File: src/rtl/serial_adder.sv
// Bit-serial WIDTH-bit adder: two half-adder cells plus a carry OR, iterated LSB-first.
// Define SERIAL_ADDER_OVF_EN to build the signed-overflow output ovf.

module serial_adder_ha (
    input  logic a,
    input  logic b,
    output logic s,
    output logic c
);
    assign s = a ^ b;
    assign c = a & b;
endmodule

module serial_adder #(
    parameter int WIDTH = 8
) (
    input  logic             clk,
    input  logic             rst_n,
    input  logic             in_valid,
    output logic             in_ready,
    input  logic [WIDTH-1:0] op_a,
    input  logic [WIDTH-1:0] op_b,
    input  logic             cin,
    output logic             out_valid,
    input  logic             out_ready,
    output logic [WIDTH-1:0] sum,
    output logic             cout
`ifdef SERIAL_ADDER_OVF_EN
    ,
    output logic             ovf
`endif
);
    localparam int CW = $clog2(WIDTH);

    typedef enum logic [1:0] {
        IDLE = 2'd0,
        RUN  = 2'd1,
        DONE = 2'd2
    } state_t;

    state_t          state;
    logic [WIDTH-1:0] a_sr;
    logic [WIDTH-1:0] b_sr;
    logic            carry;
    logic [CW-1:0]   bit_cnt;

    logic s1;
    logic c1;
    logic s;
    logic c2;
    logic carry_next;

    serial_adder_ha u_ha_ab (.a(a_sr[0]), .b(b_sr[0]), .s(s1), .c(c1));
    serial_adder_ha u_ha_c  (.a(s1),      .b(carry),   .s(s),  .c(c2));

    assign carry_next = c1 | c2;

    // Handshakes: a transfer happens on a clk edge where valid && ready are both high.
    // Ready/valid are pure decodes of the state register, so no input reaches an output.
    assign in_ready  = (state == IDLE);
    assign out_valid = (state == DONE);

    always_ff @(posedge clk) begin
        if (!rst_n) begin
            state   <= IDLE;
            a_sr    <= '0;
            b_sr    <= '0;
            carry   <= 1'b0;
            bit_cnt <= '0;
            sum     <= '0;
            cout    <= 1'b0;
`ifdef SERIAL_ADDER_OVF_EN
            ovf     <= 1'b0;
`endif
        end else begin
            case (state)
                IDLE: begin
                    if (in_valid) begin
                        a_sr    <= op_a;
                        b_sr    <= op_b;
                        carry   <= cin;
                        bit_cnt <= '0;
                        state   <= RUN;
                    end
                end
                RUN: begin
                    a_sr  <= a_sr >> 1;
                    b_sr  <= b_sr >> 1;
                    sum   <= {s, sum[WIDTH-1:1]};
                    carry <= carry_next;
                    // The final bit: carry still holds the carry into the MSB here.
                    if (bit_cnt == CW'(WIDTH - 1)) begin
                        state   <= DONE;
                        bit_cnt <= '0;
                        cout    <= carry_next;
`ifdef SERIAL_ADDER_OVF_EN
                        ovf     <= carry ^ carry_next;
`endif
                    end else begin
                        bit_cnt <= bit_cnt + CW'(1);
                    end
                end
                DONE: begin
                    if (out_ready) begin
                        state <= IDLE;
                    end
                end
                default: state <= IDLE;
            endcase
        end
    end
endmodule

File: config.mk
export PLATFORM = sky130hd
export DESIGN_NAME = serial_adder
export DESIGN_NICKNAME = d
export VERILOG_FILES = /design/src/rtl/serial_adder.sv
export SDC_FILE = /design/constraint.sdc
export NUM_CORES = 1
export LEC_CHECK = 0
export CORE_MARGIN = 1
export CORE_UTILIZATION = 52
export DETAILED_ROUTE_END_ITERATION = 8
export GPL_TIMING_DRIVEN = 0
export PLACE_DENSITY = 0.81
export REMOVE_ABC_BUFFERS = 1
export SETUP_SLACK_MARGIN = 0.4
export SYNTH_ARGS = -nofsm -noshare
export SYNTH_HDL_FRONTEND = slang
export SYNTH_SLANG_ARGS = --single-unit
File: constraint.sdc
create_clock -name clk -period 3.24 [get_ports clk]
set_input_delay 0.648 -clock clk [delete_from_list [all_inputs] [get_ports clk]]
set_output_delay 0.648 -clock clk [all_outputs]
set_load 0.03 [all_outputs]
======== Word-level counts from Yosys, hierarchy flattened ========
Index checks and enable logic that the tools add are counted.
W data, S select, Z words.
cells by class
  add/subtract/negate cells ............... 1
  $mul .................................... 0
  divide/modulo/power cells ............... 0
  order comparisons ....................... 0
  equality and inequality tests ........... 6
  shift operators ......................... 0
  muxes and demuxes ....................... 13
  bitwise logic cells ..................... 5
  reductions and logical operators ........ 5
operator list
  kind                   number
  $pmux W8 S2            2
  $mux W8                2
  $mux W2                3
  $mux W3                2
  $pmux W2 S3            1
  $pmux W3 S2            1
  $ne A2 B2 Y1 const B   2
  $reduce_and A2 Y1      2
  $add A3 B1 Y3 const B  1
  $eq A3 B3 Y1 const B   1
  $reduce_and A3 Y1      1
  $and A1 B1 Y1          2
  $eq A2 B1 Y1 const B   1
  $eq A2 B2 Y1 const B   1
  $logic_not A2 Y1       1
  $ne A2 B1 Y1 const B   1
  $pmux W1 S2            1
  $reduce_bool A2 Y1     1
  $xor A1 B1 Y1          2
  $mux W1                1
  $or A1 B1 Y1           1
storage, ports and cells
  register bits ........................... 31
  latch bits .............................. 0
  memory bits (writable) .................. 0
  memory bits (read-only) ................. 0
  input bits .............................. 21
  output and inout bits ................... 11
  logic and storage cells ................. 37
  memories kept ........................... 0

======== Depth between registers and ports, before layout ========
Gate-level depths: netlist of the first run.
  depth after elaboration ................. 4
  depth in mapped cells ................... 5
  gate-level depth less buffers ........... 5

======== Hierarchy ========
A second synthesis of the first run with hierarchy kept.
unflattened totals
  cell total of the unflattened synthesis .. 148
  area total of the unflattened synthesis .. 1395.1 um^2
modules (own cells, without submodules)
  module           instances  cells an instance  area each (um^2)
  serial_adder     1          146                1370.1
  serial_adder_ha  2          1                  12.5

======== Worst setup path after synthesis of the first run ========
OpenSTA, ideal clock, no wires.
  path type ............................... reg2out
  from .................................... register state[1]
  to ...................................... output out_valid
  arrival time ............................ 1063 ps
  slack ................................... 1529 ps
  cell stages (with the launch flop) ...... 3
  path buffers ............................ 1
  cells stage by stage .................... dfxtp_1 -> clkbuf_1 -> nor2b_1
on the way
  word-level cells in the longest chain between the ends .. 1
ends and longest elaborated chain
  what                    RTL line  text
  from (decl)             41        state_t state;
  from (signal assigned)  65        state <= IDLE;
  from (signal assigned)  83        state <= RUN;
  from (signal assigned)  93        state <= DONE;
  $eq A2 B2 Y1            61        assign out_valid = (state == DONE);
  to (decl)               24        output logic out_valid,
No other way between the ends.

======== Worst setup path after layout of the first run ========
Ends and elaborated chain as after synthesis.

==> results of run 1 <==
cell usage after synthesis:
cell type / instances / area [um^2]
sky130_fd_sc_hd__nand2b_1: 1 / 6.260
sky130_fd_sc_hd__or3b_1: 1 / 8.760
sky130_fd_sc_hd__a22oi_1: 3 / 22.52
sky130_fd_sc_hd__buf_2: 5 / 25.02
sky130_fd_sc_hd__nor3b_1: 1 / 7.510
sky130_fd_sc_hd__buf_4: 2 / 15.01
sky130_fd_sc_hd__clkbuf_1: 3 / 11.26
sky130_fd_sc_hd__dfxtp_1: 31 / 620.6
sky130_fd_sc_hd__nand3_1: 1 / 5.000
sky130_fd_sc_hd__mux2i_1: 1 / 10.01
sky130_fd_sc_hd__o21ai_0: 2 / 10.01
sky130_fd_sc_hd__inv_1: 16 / 60.06
sky130_fd_sc_hd__nand3b_1: 1 / 7.510
sky130_fd_sc_hd__o221ai_1: 5 / 43.79
sky130_fd_sc_hd__nand4bb_1: 2 / 22.52
sky130_fd_sc_hd__nor2b_1: 5 / 31.28
sky130_fd_sc_hd__or2b_1: 1 / 7.510
sky130_fd_sc_hd__nand2_1: 17 / 63.81
sky130_fd_sc_hd__nor2_1: 3 / 11.26
sky130_fd_sc_hd__o21bai_1: 1 / 7.510
sky130_fd_sc_hd__o221ai_2: 10 / 150.1
sky130_fd_sc_hd__a21boi_0: 12 / 90.09
sky130_fd_sc_hd__ha_1: 2 / 25.02
sky130_fd_sc_hd__buf_6: 1 / 11.26
sky130_fd_sc_hd__a21oi_1: 15 / 75.07
sky130_fd_sc_hd__fa_1: 1 / 20.02
path summary, 6_finish.rpt:
| path | from | end | slack (ns) | depth (start not counted) |
|---|---|---|---|---|
| worst min-delay path | b_sr[4]$_SDFFE_PN0P_ | b_sr[4]$_SDFFE_PN0P_ | 0.45 | 2 |
| worst min register to register | b_sr[4]$_SDFFE_PN0P_ | b_sr[4]$_SDFFE_PN0P_ | 0.45 | 2 |
| worst max register to register | state[0]$_SDFFE_PN0P_ | bit_cnt[0]$_SDFFE_PN0P_ | 1.37 | 3 |
| worst max-delay path | state[1]$_SDFFE_PN0P_ | out_valid | 0.84 | 2 |
per-layer routing:
metal	vias up	routed length, um	track usage [%]
met1	523	1165	22.73
met5	-	0	0
met4	0	15	7.895
met3	2	126	8.621
li1	557	-	-
met2	24	1335	32.71
layout make-up:
class	instances	share of cell area, %
clock buffer	8	3.994
inverter	16	3.486
multi-input combinational	85	36.31
sequential	31	36.02
tap	30	2.179
timing repair buffer	31	18.01
power by group through the flow:
| stage | clock, mW | sequential [mW] | combinational (mW) |
|---|---|---|---|
| 2_1_floorplan | 0 | 0.429 | 0.0590 |
| 3_3_place_gp | 0 | 0.428 | 0.108 |
| 3_5_place_dp | 0 | 0.429 | 0.112 |
| 4_1_cts | 0.262 | 0.420 | 0.113 |
| 5_1_grt | 0.286 | 0.423 | 0.121 |
| 6_report | 0.256 | 0.420 | 0.112 |
state kept, by name, indices dropped and copies added (netlist names):
signal / cells
b_sr: 8
bit_cnt: 3
cout: 1
state: 2
carry: 1
sum: 8
a_sr: 8
tightest hold or removal path, cell delays in order (launching register included):
cell and delay, ns:
sky130_fd_sc_hd__dfxtp_1 0.32, sky130_fd_sc_hd__inv_1 0.05, sky130_fd_sc_hd__a21oi_1 0.05
cell usage in the layout, fill, tap and decap left out:
cell	count
sky130_fd_sc_hd__or2b_1	1
sky130_fd_sc_hd__nor3b_1	1
sky130_fd_sc_hd__nand2_1	17
sky130_fd_sc_hd__clkdlybuf4s50_1	31
sky130_fd_sc_hd__nor2_1	3
sky130_fd_sc_hd__o221ai_1	5
sky130_fd_sc_hd__inv_1	16
sky130_fd_sc_hd__nand3_1	1
sky130_fd_sc_hd__nor2b_1	5
sky130_fd_sc_hd__o21ai_0	2
sky130_fd_sc_hd__nand3b_1	1
sky130_fd_sc_hd__clkbuf_1	1
sky130_fd_sc_hd__a21boi_0	12
sky130_fd_sc_hd__fa_1	1
sky130_fd_sc_hd__clkbuf_8	2
sky130_fd_sc_hd__clkbuf_4	5
sky130_fd_sc_hd__mux2i_1	1
sky130_fd_sc_hd__or3b_1	1
sky130_fd_sc_hd__nand4bb_1	2
sky130_fd_sc_hd__dfxtp_1	31
sky130_fd_sc_hd__o21bai_1	1
sky130_fd_sc_hd__nand2b_1	1
sky130_fd_sc_hd__a21oi_1	15
sky130_fd_sc_hd__a22oi_1	3
sky130_fd_sc_hd__o221ai_2	10
sky130_fd_sc_hd__ha_1	2
kinds of logic after synthesis:
kind of cell               after synthesis  share of synthesized area, %
AOI/OAI and AO/OA                       48                         29.16
muxes                                    1                        0.7313
and+or+nand+nor                         33                         12.52
adders and majority gates                3                         3.290
buffers and inverters                   27                         8.957
DFF                                     31                         45.34
per-stage QoR:
step | util (%) | area [um^2] | setup slack (ns)
final | 69.55 | 1723 | 0.8448
after detailed placement | 66.77 | 1654 | 0.6137
after CTS | 69.55 | 1723 | 0.8188
after global placement | 66.77 | 1654 | 0.6391
after floorplan | - | 1306 | 1.548
after global routing | 69.55 | 1723 | 0.7217
==> results by group, run 1 <==
Outcome
  • Result of the run: finished clean

Timing
  • Final total negative setup slack: 0 ns
  • Highest Clock Rate: 0.4175 GHz
  • Final hold vios: 0
  • Time the final worst path needs with I/O delays and setup: 2.395 ns
  • Finish-stage setup viols: 0
  • RSZ-0062 raised after global routing: false
  • Worst setup skew after layout: 0.002022 ns
  • Share of the clock period used by the worst path: 73.93%
  • Worst Hold Margin: 0.4547 ns
  • Worst slew margin: 14.92%
  • Actual slew at the worst max-slew pin: 1.274 ns
  • Number of max-slew violations in the final report: 0

Critical path
  • Stage delay of the slowest cell on the critical path: 0.70 ns
  • Crit path buf inv count: 1
  • Data arrival time of the worst path: 1.75 ns
  • Category of the worst setup path launch point: flip-flop
  • Standard cell with the maximum stage delay on the critical path: sky130_fd_sc_hd__clkdlybuf4s50_1
  • Req. time, crit path: 2.59 ns
  • Crit Path Max Fanout: 12
  • Kind of cell adding the most delay to the critical path: buffers and inverters
  • Kind of capture point of the worst setup path: output pin
  • Cells traversed along the worst timing path: nor2b_1 > clkdlybuf4s50_1
  • Critical path type: reg2out

Routing
  • Residual DRC: 0
  • Vias after detailed routing: 1,106
  • Routed WL per cell: 13.15 um
  • DRT antenna net count: 0
  • Vias per cell: 5.502
  • Number of violations reported at the end of detailed-routing iteration 0: 22
  • TritonRoute pass-1 iters: 6
  • Total wire length after detailed routing: 2.643 mm

Clock tree
  • Clock buffer count from CTS: 5
  • H-Tree Depth: 2
  • Sinks on Clock Net: 31
  • Post CTS Setup Buffer Count: 0
  • Hold buffers post-CTS: 0
  • Maximum number of buffers from clock root to sink: 2
  • CTS resizes: 0
  • Clock latency of the later-clocked register in the worst-skew pair: 0.32 ns
  • Clock slew at the register clock pins of the worst setup and hold paths: 0.09 ns
  • Root buffer cell: sky130_fd_sc_hd__clkbuf_4
  • CTS tree: done

Power
  • Leakage power summed over all cells: 0.6046 nW
  • Net switching power of the design: 200.1 uW
  • PwrDens: 457.3 nW/um^2
  • Sequential power share: 53.3%
  • Pwr Total: 787.8 uW
  • Combinational cell fraction of total power: 14.2%
  • Share of power burned in the clock network: 32.4%
  • Sw Share: 25.40%
  • Worst VDD drop: 0.3468 mV
  • Int Pwr: 587.7 uW

Min path
  • HP Class: reg2reg

Die
  • Std-Cell Core Area: 2477 um^2
  • Vert. Die Dim: 53.31 um
  • Ports: 32
  • Standard-cell row count: 18
  • Initial standard-cell utilization of the core: 55.25%
  • Die outline area: 2841 um^2
  • Die extent in x: 53.31 um

Final layout
  • Final net count: 194
  • Post-Layout Cell Count: 201
  • Area of the multi-input gates: 625.6 um^2
  • Ant diodes: 0
  • Fill count: 206
  • Area growth, synth to finish: 25.87%
  • Seq. cell area: 620.6 um^2
  • Layout cells sized above 1: 9.942%

Yosys
  • Flip-flop and latch count after synthesis: 31
  • Mapped Avg Cell Area: 9.572 um^2
  • Post-synthesis cell count: 143
  • Cell area after synthesis: 1369 um^2
  • Yosys cell types: 26
  • Portion of the post-synthesis area used by sequential elements: 45.34%
  • Yosys warning total: 0

Place
  • Final HPWL DP: 1.754 mm
  • Port buffer count: 31
  • # placed instances: 193
  • Routability cong.: 0.6974

Global route
  • Wire length of the first global-routing pass: 3.967 mm
  • Global route overflow: 0
  • Largest net degree at the start of global routing: 32
  • Number of global-route vias before repair: 927
  • GRT Resource Usage Total: 20.06%
  • Antenna violations before repair: 0

Run
  • Maximum capacitance violations: 0
No activity file was read; power rests on OpenSTA's default activity.
==> inputs of run 2 (changes only) <==
--- a/config.mk
+++ b/config.mk
@@ -6,10 +6,10 @@
 export NUM_CORES = 1
 export LEC_CHECK = 0
 export CORE_MARGIN = 1
-export CORE_UTILIZATION = 52
+export CORE_UTILIZATION = 44
 export DETAILED_ROUTE_END_ITERATION = 8
 export GPL_TIMING_DRIVEN = 0
-export PLACE_DENSITY = 0.81
+export PLACE_DENSITY = 0.73
 export REMOVE_ABC_BUFFERS = 1
 export SETUP_SLACK_MARGIN = 0.4
 export SYNTH_ARGS = -nofsm -noshare
==> constraint.sdc (replaced) <==
create_clock -name clk -period 2 [get_ports clk]
set_input_delay 0.4 -clock clk [delete_from_list [all_inputs] [get_ports clk]]
set_output_delay 0.4 -clock clk [all_outputs]
set_load 0.03 [all_outputs]
==> results by group, run 2 (synthesized netlist as in run 1, its figures left out) <==
Final layout
  • Area of all placed cells without fillers: 1737 um^2 (+0.80%)
  • Final net count: 195 (+0.52%)
  • Leading cell types in the layout, fill and taps excluded: sky130_fd_sc_hd__dfxtp_1 (29), sky130_fd_sc_hd__clkdlybuf4s50_1 (18), sky130_fd_sc_hd__nand2_1 (17), sky130_fd_sc_hd__inv_1 (16), sky130_fd_sc_hd__a21oi_1 (15)
  • Layout cells sized above 1: 16.28% (+6.3 points)
  • Registers with the highest flip-flop counts: a_sr (8), b_sr (8), sum (8)
  • Ant diodes: 0 (unchanged)
  • Area growth, synth to finish: 26.87%
  • Commonest non-fill, non-tap cell in the layout: sky130_fd_sc_hd__dfxtp_1
  • Post-Layout Cell Count: 203 (+1.0%)

Critical path
  • Worst setup path endpoint: out_valid
  • Timing startpoint of the critical path: state[1]$_SDFFE_PN0P_
  • Critical path type: reg2out
  • Worst Reg-to-Reg Cells: 3 (unchanged)
  • Worst reg2reg startpoint: state[0]$_SDFFE_PN0P_
  • Crit Path Max Fanout: 13 (+1)
  • Kind of capture point of the worst setup path: output pin
  • FF-to-FF End: carry$_SDFFE_PN0P_
  • Req. time, crit path: 1.60 ns (-0.99 ns)
  • Data arrival time of the worst path: 1.12 ns (-0.63 ns)
  • Register-to-register setup slack: 0.57 ns (-0.80 ns)
  • Category of the worst setup path launch point: flip-flop

Timing
  • Highest Clock Rate: 0.6587 GHz
  • Final total negative setup slack: 0 ns (unchanged)
  • Worst slew margin: 49.47% (+35 points)
  • Worst setup skew after layout: 0.005458 ns (+0.003437 ns)
  • Crit path setup slack, layout: 0.4819 ns (-0.3629 ns)
  • Finish-stage setup viols: 0 (unchanged)
  • Number of max-slew violations in the final report: 0 (unchanged)
  • Share of the clock period used by the worst path: 75.90%
  • Final hold vios: 0 (unchanged)
  • Time the final worst path needs with I/O delays and setup: 1.518 ns
  • RSZ-0062 raised after global routing: false
  • Actual slew at the worst max-slew pin: 0.7574 ns (-0.5161 ns)

Place
  • Worst slack at placement: -0.4058 ns (-1.019 ns)
  • Final HPWL DP: 1.776 mm (+1.2%)
  • Routability cong.: 0.7317 (+4.9%)
  • Post-place instance area: 1655 um^2 (about the same)
  • # placed instances: 194 (+0.52%)
  • Port buffer count: 31 (unchanged)

Global route
  • Largest net degree at the start of global routing: 32 (unchanged)
  • Wire length of the first global-routing pass: 4.830 mm (+22%)
  • Global route overflow: 0 (unchanged)
  • Number of global-route vias before repair: 1,096 (+18%)
  • Antenna violations before repair: 0 (unchanged)
  • GRT Resource Usage Total: 19.46% (-0.60 points)

Clock tree
  • Sinks on Clock Net: 31 (unchanged)
  • H-Tree Depth: 2 (unchanged)
  • Clock slew at the register clock pins of the worst setup and hold paths: 0.09 ns (about the same)
  • Root buffer cell: sky130_fd_sc_hd__clkbuf_4
  • Clock buffer count from CTS: 5 (unchanged)
  • Clock latency of the later-clocked register in the worst-skew pair: 0.33 ns (about the same)
  • Post CTS Setup Buffer Count: 0 (unchanged)
  • CTS tree: done
  • Hold buffers post-CTS: 0 (unchanged)
  • Maximum number of buffers from clock root to sink: 2 (unchanged)

Routing
  • Number of violations reported at the end of detailed-routing iteration 0: 39 (+77%)
  • Vias after detailed routing: 1,102 (-0.36%)
  • Total wire length after detailed routing: 2.782 mm (+5.3%)
  • Vias per cell: 5.429 (-1.3%)
  • TritonRoute pass-1 iters: 6 (unchanged)
  • Residual DRC: 2 (+2)
  • DRT antenna net count: 0 (unchanged)
  • Routed WL per cell: 13.70 um (+4.2%)

Die
  • Die extent in x: 57.78 um (+8.4%)
  • Initial standard-cell utilization of the core: 47.98% (-7.3 points)
  • Std-Cell Core Area: 2853 um^2 (+15%)
  • Vert. Die Dim: 57.78 um (+8.4%)
  • Standard-cell row count: 19 (+1)
  • Ports: 32 (unchanged)
  • Die outline area: 3338 um^2 (+17%)

Outcome
  • Violated checks: DRC
  • Result of the run: finished with violations

Min path
  • HP Class: reg2reg

Power
  • Worst VDD drop: 0.5118 mV (+48%)
  • PwrDens: 733.3 nW/um^2 (+60%)
  • Leakage power summed over all cells: 0.6617 nW (+9.4%)
  • Pwr Total: 1.274 mW (+62%)

Run
  • Maximum capacitance violations: 0 (unchanged)
run 2: cell count changes in the layout (fill, tap and decap cells not counted), moves of 2 or more:
| cell | change |
|---|---|
| sky130_fd_sc_hd__clkdlybuf4s50_1 | -13 |
| sky130_fd_sc_hd__dfxtp_1 | -2 |
| sky130_fd_sc_hd__dfxtp_4 | +2 |
| sky130_fd_sc_hd__dlygate4sd2_1 | +10 |
| sky130_fd_sc_hd__nor2b_1 | -2 |
| sky130_fd_sc_hd__nor2b_2 | +2 |
run 2: layout make-up:
cell class                      count  area, um^2
Fill cell                         278        1116
Timing Repair Buffer               31       291.5
Inverter                           16       60.06
Sequential cell                    31       628.1
Tap cell                           31       38.79
Multi-Input combinational cell     86       649.4
Clock buffer                        8       68.82
run 2: through the flow:
stage	util [%]	hold WS, ns
final	60.88	0.4523
after floorplan	-	0.4222
after global placement	58.03	0.4323
after detailed placement	58.03	0.4393
after CTS	60.96	0.4562
after global routing	60.88	0.4820
run 2: what timing repair did:
| action | CTS | global route |
|---|---|---|
| setup endpoints to repair | 42 | 2 |
| gates resized for setup | 27 | 8 |
| cloned | 1 | 0 |
run 2: report_power, final:
group	total (mW)	switching (mW)	internal (mW)	leakage, nW
clock network	0.411	0.205	0.207	0.0386
registers	0.679	0.0271	0.652	0.256
logic	0.183	0.0921	0.0906	0.367
total	1.27	0.324	0.950	0.662
run 2: how the worst min path moves through the flow:
stage	startpoint	endpoint	depth (start not counted)
floorplan	b_sr[5]$_SDFFE_PN0P_	b_sr[5]$_SDFFE_PN0P_	2
global placement	b_sr[4]$_SDFFE_PN0P_	b_sr[4]$_SDFFE_PN0P_	2
detailed placement	b_sr[5]$_SDFFE_PN0P_	b_sr[5]$_SDFFE_PN0P_	2
CTS	b_sr[5]$_SDFFE_PN0P_	b_sr[5]$_SDFFE_PN0P_	2
global route	a_sr[4]$_SDFFE_PN0P_	a_sr[4]$_SDFFE_PN0P_	2
finish	b_sr[5]$_SDFFE_PN0P_	b_sr[5]$_SDFFE_PN0P_	2
run 2: layer usage:
| metal | track usage [%] | routed length (um) |
|---|---|---|
| met5 | 0 | 0 |
| met4 | 9.524 | 61 |
| met3 | 6.027 | 144 |
| met2 | 30.73 | 1286 |
| met1 | 24.23 | 1289 |
run 2: critical path, cell delays in order, from the launching register on:
cell and delay, ns:
sky130_fd_sc_hd__dfxtp_4 0.42, sky130_fd_sc_hd__nor2b_2 0.17, sky130_fd_sc_hd__clkbuf_4 0.19
==> inputs of run 3 (changes only) <==
==> constraint.sdc (replaced) <==
create_clock -name clk -period 1.3 [get_ports clk]
set_input_delay 0.26 -clock clk [delete_from_list [all_inputs] [get_ports clk]]
set_output_delay 0.26 -clock clk [all_outputs]
set_load 0.03 [all_outputs]
==> results by group, run 3 (synthesized netlist as in run 1, its figures left out) <==
Clock tree
  • Root buffer cell: sky130_fd_sc_hd__clkbuf_4
  • Clock buffer count from CTS: 5 (unchanged)
  • Clock slew at the register clock pins of the worst setup and hold paths: 0.09 ns (about the same)
  • Sinks on Clock Net: 31 (unchanged)
  • Hold buffers post-CTS: 0 (unchanged)
  • Maximum number of buffers from clock root to sink: 2 (unchanged)
  • H-Tree Depth: 2 (unchanged)
  • CTS tree: done
  • Clock latency of the later-clocked register in the worst-skew pair: 0.34 ns (about the same)

Power
  • Sw Share: 26.84% (+1.4 points)
  • Int Pwr: 1.540 mW (+62%)
  • Share of power burned in the clock network: 30.9% (-1.4 points)
  • PwrDens: 980.9 nW/um^2 (+34%)
  • Sequential power share: 49.9% (-3.4 points)
  • Combinational cell fraction of total power: 19.2% (+4.9 points)
  • Worst VDD drop: 0.7755 mV (+52%)
  • Leakage power summed over all cells: 0.8164 nW (+23%)
  • Net switching power of the design: 565.0 uW (+74%)
  • Pwr Total: 2.105 mW (+65%)

Routing
  • Residual DRC: 1 (-1)
  • TritonRoute pass-1 iters: 8 (+2)
  • Routed WL per cell: 15.60 um (+14%)
  • DRT antenna net count: 0 (unchanged)
  • Vias per cell: 5.467 (+0.71%)
  • Total wire length after detailed routing: 3.572 mm (+28%)
  • Vias after detailed routing: 1,252 (+14%)
  • Number of violations reported at the end of detailed-routing iteration 0: 44 (+13%)

Final layout
  • Leading cell types in the layout, fill and taps excluded: sky130_fd_sc_hd__dfxtp_1 (18), sky130_fd_sc_hd__clkdlybuf4s50_1 (18), sky130_fd_sc_hd__buf_4 (17), sky130_fd_sc_hd__nand2_1 (16)
  • Layout cells sized above 1: 46.46% (+30 points)
  • Fill count: 210 (-24%)
  • Ant diodes: 0 (unchanged)
  • Final net count: 221 (+13%)
  • Post-Route Utilization: 75.22% (+14 points)
  • Area of all placed cells without fillers: 2146 um^2 (+24%)
  • Registers with the highest flip-flop counts: a_sr (8), b_sr (8), sum (8)
  • Area growth, synth to finish: 56.76%

Outcome
  • Violated checks: DRC
  • Result of the run: finished with violations

Critical path
  • Kind of capture point of the worst setup path: output pin
  • Critical path type: reg2out
  • Register-to-register setup slack: 0.02 ns (-0.55 ns)
  • Req. time, crit path: 1.04 ns (-0.56 ns)
  • Data arrival time of the worst path: 1.03 ns (-0.09 ns)
  • Category of the worst setup path launch point: flip-flop
  • Crit Path Max Fanout: 7 (-6)

Timing
  • Number of max-slew violations in the final report: 0 (unchanged)
  • Worst setup skew after layout: 0.01125 ns (+0.005793 ns)
  • Share of the clock period used by the worst path: 99.04%
  • Final hold vios: 0 (unchanged)
  • Actual slew at the worst max-slew pin: 0.7038 ns (-0.05362 ns)
  • RSZ-0062 raised after global routing: true
  • Final total negative setup slack: 0 ns (unchanged)
  • Finish-stage setup viols: 0 (unchanged)
  • Time the final worst path needs with I/O delays and setup: 1.287 ns
  • Worst slew margin: 53.08% (+3.6 points)
  • Highest Clock Rate: 0.7767 GHz
  • Crit path setup slack, layout: 0.01254 ns (-0.4694 ns)

Global route
  • GRT Resource Usage Total: 24.08% (+4.6 points)
  • Global route overflow: 0 (unchanged)
  • Wire length of the first global-routing pass: 5.816 mm (+20%)
  • Largest net degree at the start of global routing: 32 (unchanged)
  • Antenna violations before repair: 0 (unchanged)
  • Number of global-route vias before repair: 1,277 (+17%)

Place
  • Final HPWL DP: 1.776 mm (unchanged)
  • Port buffer count: 31 (unchanged)
  • Worst slack at placement: -0.9658 ns (-0.5600 ns)
  • Post-place instance area: 1655 um^2 (unchanged)
  • Routability cong.: 0.7317 (unchanged)

Die
  • Ports: 32 (unchanged)
  • Std-Cell Core Area: 2853 um^2 (unchanged)
  • Initial standard-cell utilization of the core: 47.98% (unchanged)
  • Standard-cell row count: 19 (unchanged)
  • Die outline area: 3338 um^2 (unchanged)
  • Vert. Die Dim: 57.78 um (unchanged)
  • Die extent in x: 57.78 um (unchanged)

Min path
  • HP Class: reg2reg

Run
  • Maximum capacitance violations: 0 (unchanged)
## run 3: layout make-up
| cell class | instances | area (um^2) | share of cell area (%) |
|---|---|---|---|
| clock buffer | 8 | 68.82 | 3.207 |
| inverter | 16 | 60.06 | 2.799 |
| timing repair buffer | 54 | 530.5 | 24.72 |
| tap | 31 | 38.79 | 1.808 |
| multi-input combinational | 89 | 805.8 | 37.55 |
| sequential | 31 | 641.9 | 29.91 |
## run 3: final timing paths
| kind | from | to | cells past startpoint |
|---|---|---|---|
| worst max-delay path | state[1]$_SDFFE_PN0P_ | out_valid | 2 |
| worst min-delay path | a_sr[2]$_SDFFE_PN0P_ | a_sr[2]$_SDFFE_PN0P_ | 2 |
| worst max register to register | state[1]$_SDFFE_PN0P_ | a_sr[3]$_SDFFE_PN0P_ | 4 |
| worst min register to register | a_sr[2]$_SDFFE_PN0P_ | a_sr[2]$_SDFFE_PN0P_ | 2 |
## run 3: power groups by stage
stage	logic [mW]	registers (mW)	clock network, mW
floorplan	0.147	1.07	0
global placement	0.272	1.07	0
detailed placement	0.281	1.07	0
CTS	0.384	1.05	0.651
global route	0.437	1.06	0.710
finish	0.405	1.05	0.649
## run 3: routing by layer
layer | up-vias | part of all wire, % | global-route usage (%)
li1 | 613 | - | -
met1 | 606 | 43 | 27.85
met2 | 29 | 52 | 41.53
met3 | 4 | 4.1 | 6.920
met4 | 0 | 1.5 | 10.54
met5 | - | 0 | 0
## run 3: metrics by stage
stage / hold WS, ns / cells
6_report: 0.4654 / 229
5_1_grt: 0.4820 / 229
4_1_cts: 0.4671 / 226
3_5_place_dp: 0.4393 / 194
3_3_place_gp: 0.4323 / 194
2_1_floorplan: 0.3808 / 132
## run 3: timing repair
item / CTS / global route
cloned: 4 / 0
setup endpoints to repair: 42 / 42
pin swaps: 25 / 6
resized for setup: 140 / 11
buffers inserted: 20 / 3
## run 3: critical path, cell delays in order, from the launching register on
cell and delay [ns]:
sky130_fd_sc_hd__dfxtp_4 0.40, sky130_fd_sc_hd__nor2b_4 0.16, sky130_fd_sc_hd__buf_6 0.14
